===== src/rtl/mem_port_arbiter.sv =====
// Round-robin arbiter sharing one line-wide data memory between two cache ports.
// A grant is held until the memory acknowledges, followed by one release cycle.
module mem_port_arbiter #(
  parameter int unsigned ADDR_W = 32,
  parameter int unsigned DATA_W = 256
) (
  input  logic              clk_i,
  input  logic              rst_i,
  input  logic              p0_enable_i,
  input  logic              p0_write_i,
  input  logic [ADDR_W-1:0] p0_addr_i,
  input  logic [DATA_W-1:0] p0_data_i,
  output logic [DATA_W-1:0] p0_data_o,
  output logic              p0_ack_o,
  input  logic              p1_enable_i,
  input  logic              p1_write_i,
  input  logic [ADDR_W-1:0] p1_addr_i,
  input  logic [DATA_W-1:0] p1_data_i,
  output logic [DATA_W-1:0] p1_data_o,
  output logic              p1_ack_o,
  output logic              mem_enable_o,
  output logic              mem_write_o,
  output logic [ADDR_W-1:0] mem_addr_o,
  output logic [DATA_W-1:0] mem_data_o,
  input  logic [DATA_W-1:0] mem_data_i,
  input  logic              mem_ack_i,
  output logic [1:0]        grant_o
);

  typedef enum logic [1:0] {
    IDLE,
    BUSY,
    RELEASE
  } state_t;

  state_t state, state_n;
  logic   owner, owner_n;
  logic   prio, prio_n;

  // State, owner and tie-break priority registers.
  always_ff @(posedge clk_i or negedge rst_i) begin
    if (!rst_i) begin
      state <= IDLE;
      owner <= 1'b0;
      prio  <= 1'b0;
    end else begin
      state <= state_n;
      owner <= owner_n;
      prio  <= prio_n;
    end
  end

  // Next-state: arbitrate in IDLE, wait for memory ack in BUSY, one idle gap in RELEASE.
  always_comb begin
    state_n = state;
    owner_n = owner;
    prio_n  = prio;
    case (state)
      IDLE: begin
        if (p0_enable_i && p1_enable_i) begin
          owner_n = prio;
          state_n = BUSY;
        end else if (p0_enable_i || p1_enable_i) begin
          owner_n = p1_enable_i;
          state_n = BUSY;
        end
      end
      BUSY: begin
        if (mem_ack_i) begin
          prio_n  = ~owner;
          state_n = RELEASE;
        end
      end
      RELEASE: state_n = IDLE;
      default: state_n = IDLE;
    endcase
  end

  // Output decode: memory side muxed from the owner only while BUSY; acks steered to the owner.
  always_comb begin
    mem_enable_o = 1'b0;
    mem_write_o  = 1'b0;
    mem_addr_o   = '0;
    mem_data_o   = '0;
    grant_o      = 2'b00;
    p0_ack_o     = 1'b0;
    p1_ack_o     = 1'b0;
    p0_data_o    = mem_data_i;
    p1_data_o    = mem_data_i;
    if (state == BUSY) begin
      mem_enable_o = 1'b1;
      mem_write_o  = owner ? p1_write_i : p0_write_i;
      mem_addr_o   = owner ? p1_addr_i  : p0_addr_i;
      mem_data_o   = owner ? p1_data_i  : p0_data_i;
      grant_o      = owner ? 2'b10 : 2'b01;
      p0_ack_o     = mem_ack_i & ~owner;
      p1_ack_o     = mem_ack_i & owner;
    end
  end

endmodule

===== config.mk =====
export PLATFORM = sky130hd
export DESIGN_NAME = mem_port_arbiter
export DESIGN_NICKNAME = d
export VERILOG_FILES = /design/src/rtl/mem_port_arbiter.sv
export SDC_FILE = /design/constraint.sdc
export NUM_CORES = 1
export LEC_CHECK = 0
export ABC_AREA = 1
export CORE_AREA = 3 3 648 650
export DETAILED_ROUTE_END_ITERATION = 6
export DIE_AREA = 0 0 651 653
export GPL_TIMING_DRIVEN = 0
export SYNTH_ARGS = -nofsm -noshare
export SYNTH_HDL_FRONTEND = slang
export SYNTH_SLANG_ARGS = --single-unit

===== constraint.sdc =====
create_clock -name clk_i -period 2.43 [get_ports clk_i]
set_clock_uncertainty 0.1 [all_clocks]
set_input_delay 0.3645 -clock clk_i [delete_from_list [all_inputs] [get_ports clk_i]]
set_output_delay 0.3645 -clock clk_i [all_outputs]
set_load 0.005 [all_outputs]

# Word level (Yosys, flattened, before mapping)
# Cells that the tools add are included.
# W data, S select, Z words.
# word_totals
ff_bits	4
input_bits	839
elab_cells	33
# op_classes
n_eq_ne	3
muxes	17
bitwise_logic	3
reduce_logical	7
# op_table
op	count
$mux W256	2
$mux W32	2
$mux W2	5
$mux W1	7
$reduce_and A2 Y1	3
$pmux W2 S2	1
$ne A3 B3 Y1 const B	1
$and A1 B1 Y1	2
$eq A2 B1 Y1 const B	1
$logic_not A2 Y1	1
$ne A2 B2 Y1 const B	1
$reduce_bool A2 Y1	1
$logic_and A1 B1 Y1	1
$logic_or A1 B1 Y1	1
$not A1 Y1	1

# Longest topological paths before layout
# Gate-level depths: netlist (run 1).
# depth
depth_word	4
ltp_mapped	5

# Least setup slack after synthesis (run 1)
# Ideal clock, no wire load.
# synth_path
kind	flip-flop to output port
startpoint	reg owner
endpoint	out mem_addr_o[0]
arrival_ns	0.991
setup_slack_ns	0.975
stages_incl_launch_ff	6
cell_sequence	dfrtp_1 inv_2 buf_2 buf_2 nand2_1 a21oi_1
# synth_via
elab_chain_len	2
# synth_lines
element	line	text
start: declaration	37	logic owner, owner_n;
start signal: assignment	48	owner <= owner_n;
$mux W32	93	mem_addr_o = owner ? p1_addr_i : p0_addr_i;
$mux W32	90	if (state == BUSY) begin
end: declaration	23	output logic [ADDR_W-1:0] mem_addr_o,
# Every way passes these cells.

# Worst setup path in the final report (run 1)
# layout_path
startpoint	reg owner
endpoint	out mem_data_o[198]
# layout_via
elab_chain_len	2
# layout_lines
element	line	text
$mux W256	94	mem_data_o = owner ? p1_data_i : p0_data_i;
$mux W256	90	
end: declaration	24	output logic [DATA_W-1:0] mem_data_o,
# Every way passes these cells.

==> results of run 1 <==
worst max-delay path: cells and delay by family (launching register included):
kind | cells | cell delay [ns]
buffers and inverters | 3 | 0.76
AO/OA/AOI/OAI | 1 | 0.24
AND/OR/NAND/NOR | 1 | 0.32
flip-flops | 1 | 0.44
power by group through the flow:
stage	Combinational [mW]	Clock [mW]	Sequential (mW)
floorplan	5.02	0	0.118
global placement	22.4	0	0.124
detailed placement	22.4	0	0.124
CTS	24.6	0.265	0.149
global route	24.9	0.272	0.144
finish	23.4	0.260	0.140
metrics by stage:
stage               power (mW)  util, %
detailed placement        22.6     6.99
CTS                       25.0     7.39
floorplan                 5.13        -
global placement          22.6     6.99
global route              25.3     7.52
finish                    23.8     7.55
synth_stat cells:
cell type | count | area, µm²
sky130_fd_sc_hd__a21oi_1 | 289 | 1450
sky130_fd_sc_hd__buf_2 | 75 | 375
sky130_fd_sc_hd__clkbuf_1 | 2 | 7.51
sky130_fd_sc_hd__dfrtp_1 | 4 | 100
sky130_fd_sc_hd__nand3_1 | 3 | 15.0
sky130_fd_sc_hd__inv_1 | 7 | 26.3
sky130_fd_sc_hd__nor2_1 | 5 | 18.8
sky130_fd_sc_hd__nand2_1 | 586 | 2200
sky130_fd_sc_hd__o21ai_0 | 1 | 5.00
sky130_fd_sc_hd__buf_4 | 531 | 3990
sky130_fd_sc_hd__inv_2 | 1 | 3.75
timing repair:
item,in CTS,in global routing
endpoints found under the setup margin,293,156
buffers inserted,28,11
cloned,3,0
pin swaps,6,7
resized for setup,1462,108
final timing paths:
check	end	slack [ns]	start	depth (start not counted)
setup / recovery	mem_data_o[198]	-0.08	owner	5
hold / removal	owner	0.29	rst_i	1
setup reg to reg	owner	1.16	owner	5
hold reg to reg	prio	0.40	prio	2
max in group asynchronous	owner	1.74	rst_i	1
min in group clk_i	prio	0.40	prio	2
cell families (layout without fill, tap and decap cells):
kind of cell	count (synthesis)	after routing	share of synthesized area, %
compound gates	290	290	17.7
buf+inv	616	2046	53.8
flops	4	4	1.22
other cells	0	155	0
simple gates	594	594	27.3
flip-flops by register name (all words and copies together) (netlist names):
signal  flops
owner       1
state       2
prio        1
per-layer routing:
| metal | part of all wire (%) | up-vias |
|---|---|---|
| li1 | - | 7280 |
| met1 | 35 | 8186 |
| met2 | 46 | 1893 |
| met3 | 15 | 669 |
| met4 | 3.4 | 216 |
| met5 | 0.40 | - |
final cells by class:
type | instances | area share, %
multi-input combinational | 884 | 15.5
timing repair buffer | 1428 | 45.0
buffer | 607 | 15.7
antenna | 155 | 1.24
tap | 5474 | 21.9
sequential | 4 | 0.324
clock buffer | 3 | 0.240
inverter | 8 | 0.112
==> impl_results.html, run 1 <==
<table>
<tr><th>Metric</th><th>Value</th></tr>
<tr><th colspan="2">Placement</th></tr>
<tr><td>DP Area</td><td>0.0289 mm²</td></tr>
<tr><td>Half-perimeter wire length after placement</td><td>373 mm</td></tr>
<tr><td>Number of buffers inserted by port buffering</td><td>1,388</td></tr>
<tr><td>Placement Setup Slack</td><td>-1.37 ns</td></tr>
<tr><td>Placed instance count</td><td>8,366</td></tr>
<tr><td>Global placement routability congestion</td><td>1.18</td></tr>
<tr><th colspan="2">Drt</th></tr>
<tr><td>Remaining routing DRC violations</td><td>0</td></tr>
<tr><td>First-pass iteration count of the detailed router</td><td>6</td></tr>
<tr><td>Detail-routed net length per standard cell</td><td>45.5 µm</td></tr>
<tr><td>Via-to-Cell Ratio</td><td>2.13</td></tr>
<tr><td>Antenna-violating nets left</td><td>0</td></tr>
<tr><td>First-iteration detailed-routing DRC count</td><td>approximately 1,300</td></tr>
<tr><td>Total Routed Length</td><td>roughly 390 mm</td></tr>
<tr><td>Total via count after detailed routing</td><td>18,244</td></tr>
<tr><th colspan="2">Die</th></tr>
<tr><td>Die width</td><td>approximately 650 µm</td></tr>
<tr><td>Height of the chip</td><td>653 µm</td></tr>
<tr><td>Initial core utilization</td><td>1.98%</td></tr>
<tr><td>Number of standard-cell rows in the floorplan</td><td>236</td></tr>
<tr><td>Total core area</td><td>about 0.41 mm²</td></tr>
<tr><td>Ports placed on the boundary</td><td>1,645</td></tr>
<tr><td>Area of the die</td><td>0.425 mm²</td></tr>
<tr><th colspan="2">Clocking</th></tr>
<tr><td>Sink Count</td><td>4</td></tr>
<tr><td>Maximum number of buffers from clock root to sink</td><td>2</td></tr>
<tr><td>Clock tree root driver cell</td><td>sky130_fd_sc_hd__clkbuf_16</td></tr>
<tr><td>Clock latency on the worst-skew pair</td><td>0.23 ns</td></tr>
<tr><td>H-tree levels</td><td>1</td></tr>
<tr><td>TritonCTS clock tree</td><td>yes</td></tr>
<tr><td>Total CTS buffers</td><td>3</td></tr>
<tr><td>Clock Pin Slew Worst Setup and Hold Paths</td><td>0.03 ns</td></tr>
<tr><td>Post-CTS Hold Buffers</td><td>0</td></tr>
<tr><th colspan="2">Global routing</th></tr>
<tr><td>Met2 track utilization from global routing</td><td>between 20% and 30%</td></tr>
<tr><td>Wire length of the first global-routing pass</td><td>423 mm</td></tr>
<tr><td>Pin count of the biggest net entering global routing</td><td>11</td></tr>
<tr><td>Global route overflow</td><td>0</td></tr>
<tr><td>Number of global-route vias before repair</td><td>16,351</td></tr>
<tr><td>Total routing resource utilization after global routing</td><td>17.5%</td></tr>
<tr><td>GRT Max-Usage Layer</td><td>met2</td></tr>
<tr><td>Met3 capacity usage during global routing</td><td>12.4%</td></tr>
<tr><td>Met1 demand-to-capacity share in global routing</td><td>17.6%</td></tr>
<tr><td>Number of antenna violations at the first check in global routing</td><td>445</td></tr>
<tr><th colspan="2">Power</th></tr>
<tr><td>Net switching power figure</td><td>around 16 mW</td></tr>
<tr><td>Combinational cell fraction of total power</td><td>a little over nine tenths</td></tr>
<tr><td>Power share of the clock group</td><td>1.1%</td></tr>
<tr><td>Peak ir drop on the vdd network</td><td>0.612 mV</td></tr>
<tr><td>Switching share of power</td><td>65.5%</td></tr>
<tr><td>Static leakage</td><td>11.6 nW</td></tr>
<tr><td>Share of total power in sequential cells</td><td>0.6%</td></tr>
<tr><td>Power density relative to cell area</td><td>between 700 and 800 mW/mm²</td></tr>
<tr><td>Internal power summed over all cells</td><td>8.21 mW</td></tr>
<tr><th colspan="2">Yosys</th></tr>
<tr><td>Count of state elements after synthesis</td><td>4</td></tr>
<tr><td>Net count after synthesis</td><td>2,343</td></tr>
<tr><td>Gate Count Post-Synth</td><td>1,504</td></tr>
<tr><td>Netlist area before placement</td><td>just over 0.008 mm²</td></tr>
<tr><td>Post-synthesis cell type count</td><td>11</td></tr>
<tr><td>Sequential fraction of the synthesis area</td><td>approximately 1.2%</td></tr>
<tr><td>Average instance area after synthesis</td><td>5.44 µm²</td></tr>
<tr><td>Yosys warns</td><td>0</td></tr>
<tr><th colspan="2">Timing</th></tr>
<tr><td>Highest clock rate</td><td>about 400 MHz</td></tr>
<tr><td>Share of the cycle needed by the critical path after routing</td><td>103%</td></tr>
<tr><td>Least-Margin Pin Slew</td><td>0.911 ns</td></tr>
<tr><td>Setup WS post-layout</td><td>-0.0795 ns</td></tr>
<tr><td>Number of slew-limit violations in the final report</td><td>0</td></tr>
<tr><td>Final hold violation count</td><td>0</td></tr>
<tr><td>Setup tns final</td><td>-0.215 ns</td></tr>
<tr><td>Max-Slew Margin vs Limit</td><td>39.1%</td></tr>
<tr><td>Minimum clock period</td><td>2.51 ns</td></tr>
<tr><td>Setup repair after global routing missed its margin</td><td>true</td></tr>
<tr><td>Hold Slack</td><td>0.295 ns</td></tr>
<tr><td>Setup Viol. Count Final</td><td>6</td></tr>
<tr><th colspan="2">Hold path</th></tr>
<tr><td>Classification of the worst-slack hold path</td><td>primary input to async pin</td></tr>
<tr><th colspan="2">Setup path</th></tr>
<tr><td>Critical-path cell list</td><td>buf_12 &gt; buf_4 &gt; nand2_1 &gt; a21oi_1 &gt; dlygate4sd2_1</td></tr>
<tr><td>Arrival time at the worst endpoint</td><td>between 2 and 2.5 ns</td></tr>
<tr><td>CP Launch Type</td><td>register</td></tr>
<tr><td>CP endpoint kind</td><td>output port</td></tr>
<tr><td>Data required time of the critical path</td><td>1.97 ns</td></tr>
<tr><td>Peak per-stage delay on the critical path</td><td>0.44 ns</td></tr>
<tr><td>CP max-delay cell</td><td>sky130_fd_sc_hd__dfrtp_2</td></tr>
<tr><td>Largest driver fanout on the critical path</td><td>10</td></tr>
<tr><td>Startpoint-to-endpoint class of the critical path</td><td>register to output port</td></tr>
<tr><th colspan="2">Cells and area</th></tr>
<tr><td>Area used by multi-input combinational logic</td><td>just under 0.005 mm²</td></tr>
<tr><td>Ratio of cells with drive above 1 in the final layout</td><td>35.0%</td></tr>
<tr><td>Most common cell after layout, fill and taps aside</td><td>sky130_fd_sc_hd__clkdlybuf4s50_1</td></tr>
<tr><td>Number of filler cells placed in the layout</td><td>48,616</td></tr>
<tr><td>Area added between synthesis and finish</td><td>282%</td></tr>
<tr><td>Number of nets in the layout</td><td>around 3,800</td></tr>
<tr><td>Post-route cell area</td><td>0.0312 mm²</td></tr>
<tr><td>Sequential cell area in the final layout</td><td>101 µm²</td></tr>
<tr><td>Commonest cells after routing, fill and taps aside</td><td>sky130_fd_sc_hd__clkdlybuf4s50_1, sky130_fd_sc_hd__buf_4, sky130_fd_sc_hd__nand2_1, sky130_fd_sc_hd__a21oi_1, sky130_fd_sc_hd__dlygate4sd2_1</td></tr>
<tr><td>Non-filler cells, final</td><td>8,563</td></tr>
<tr><th colspan="2">Outcome</th></tr>
<tr><td>Result of the run</td><td>finished, violations left</td></tr>
<tr><td>Violated checks</td><td>negative setup slack</td></tr>
<tr><th colspan="2">Job</th></tr>
<tr><td>Maxcap violations</td><td>0</td></tr>
</table>
Note: power is estimated with default switching activity, not from simulation.
==> run 2: changes to the inputs <==
--- a/config.mk
+++ b/config.mk
@@ -7,6 +7,7 @@
 export LEC_CHECK = 0
 export ABC_AREA = 1
 export CORE_AREA = 3 3 648 650
+export CTS_CLUSTER_SIZE = 14
 export DETAILED_ROUTE_END_ITERATION = 6
 export DIE_AREA = 0 0 651 653
 export GPL_TIMING_DRIVEN = 0
==> results of run 2 <==
Final layout, timing and power as in run 1 (identical DEF).
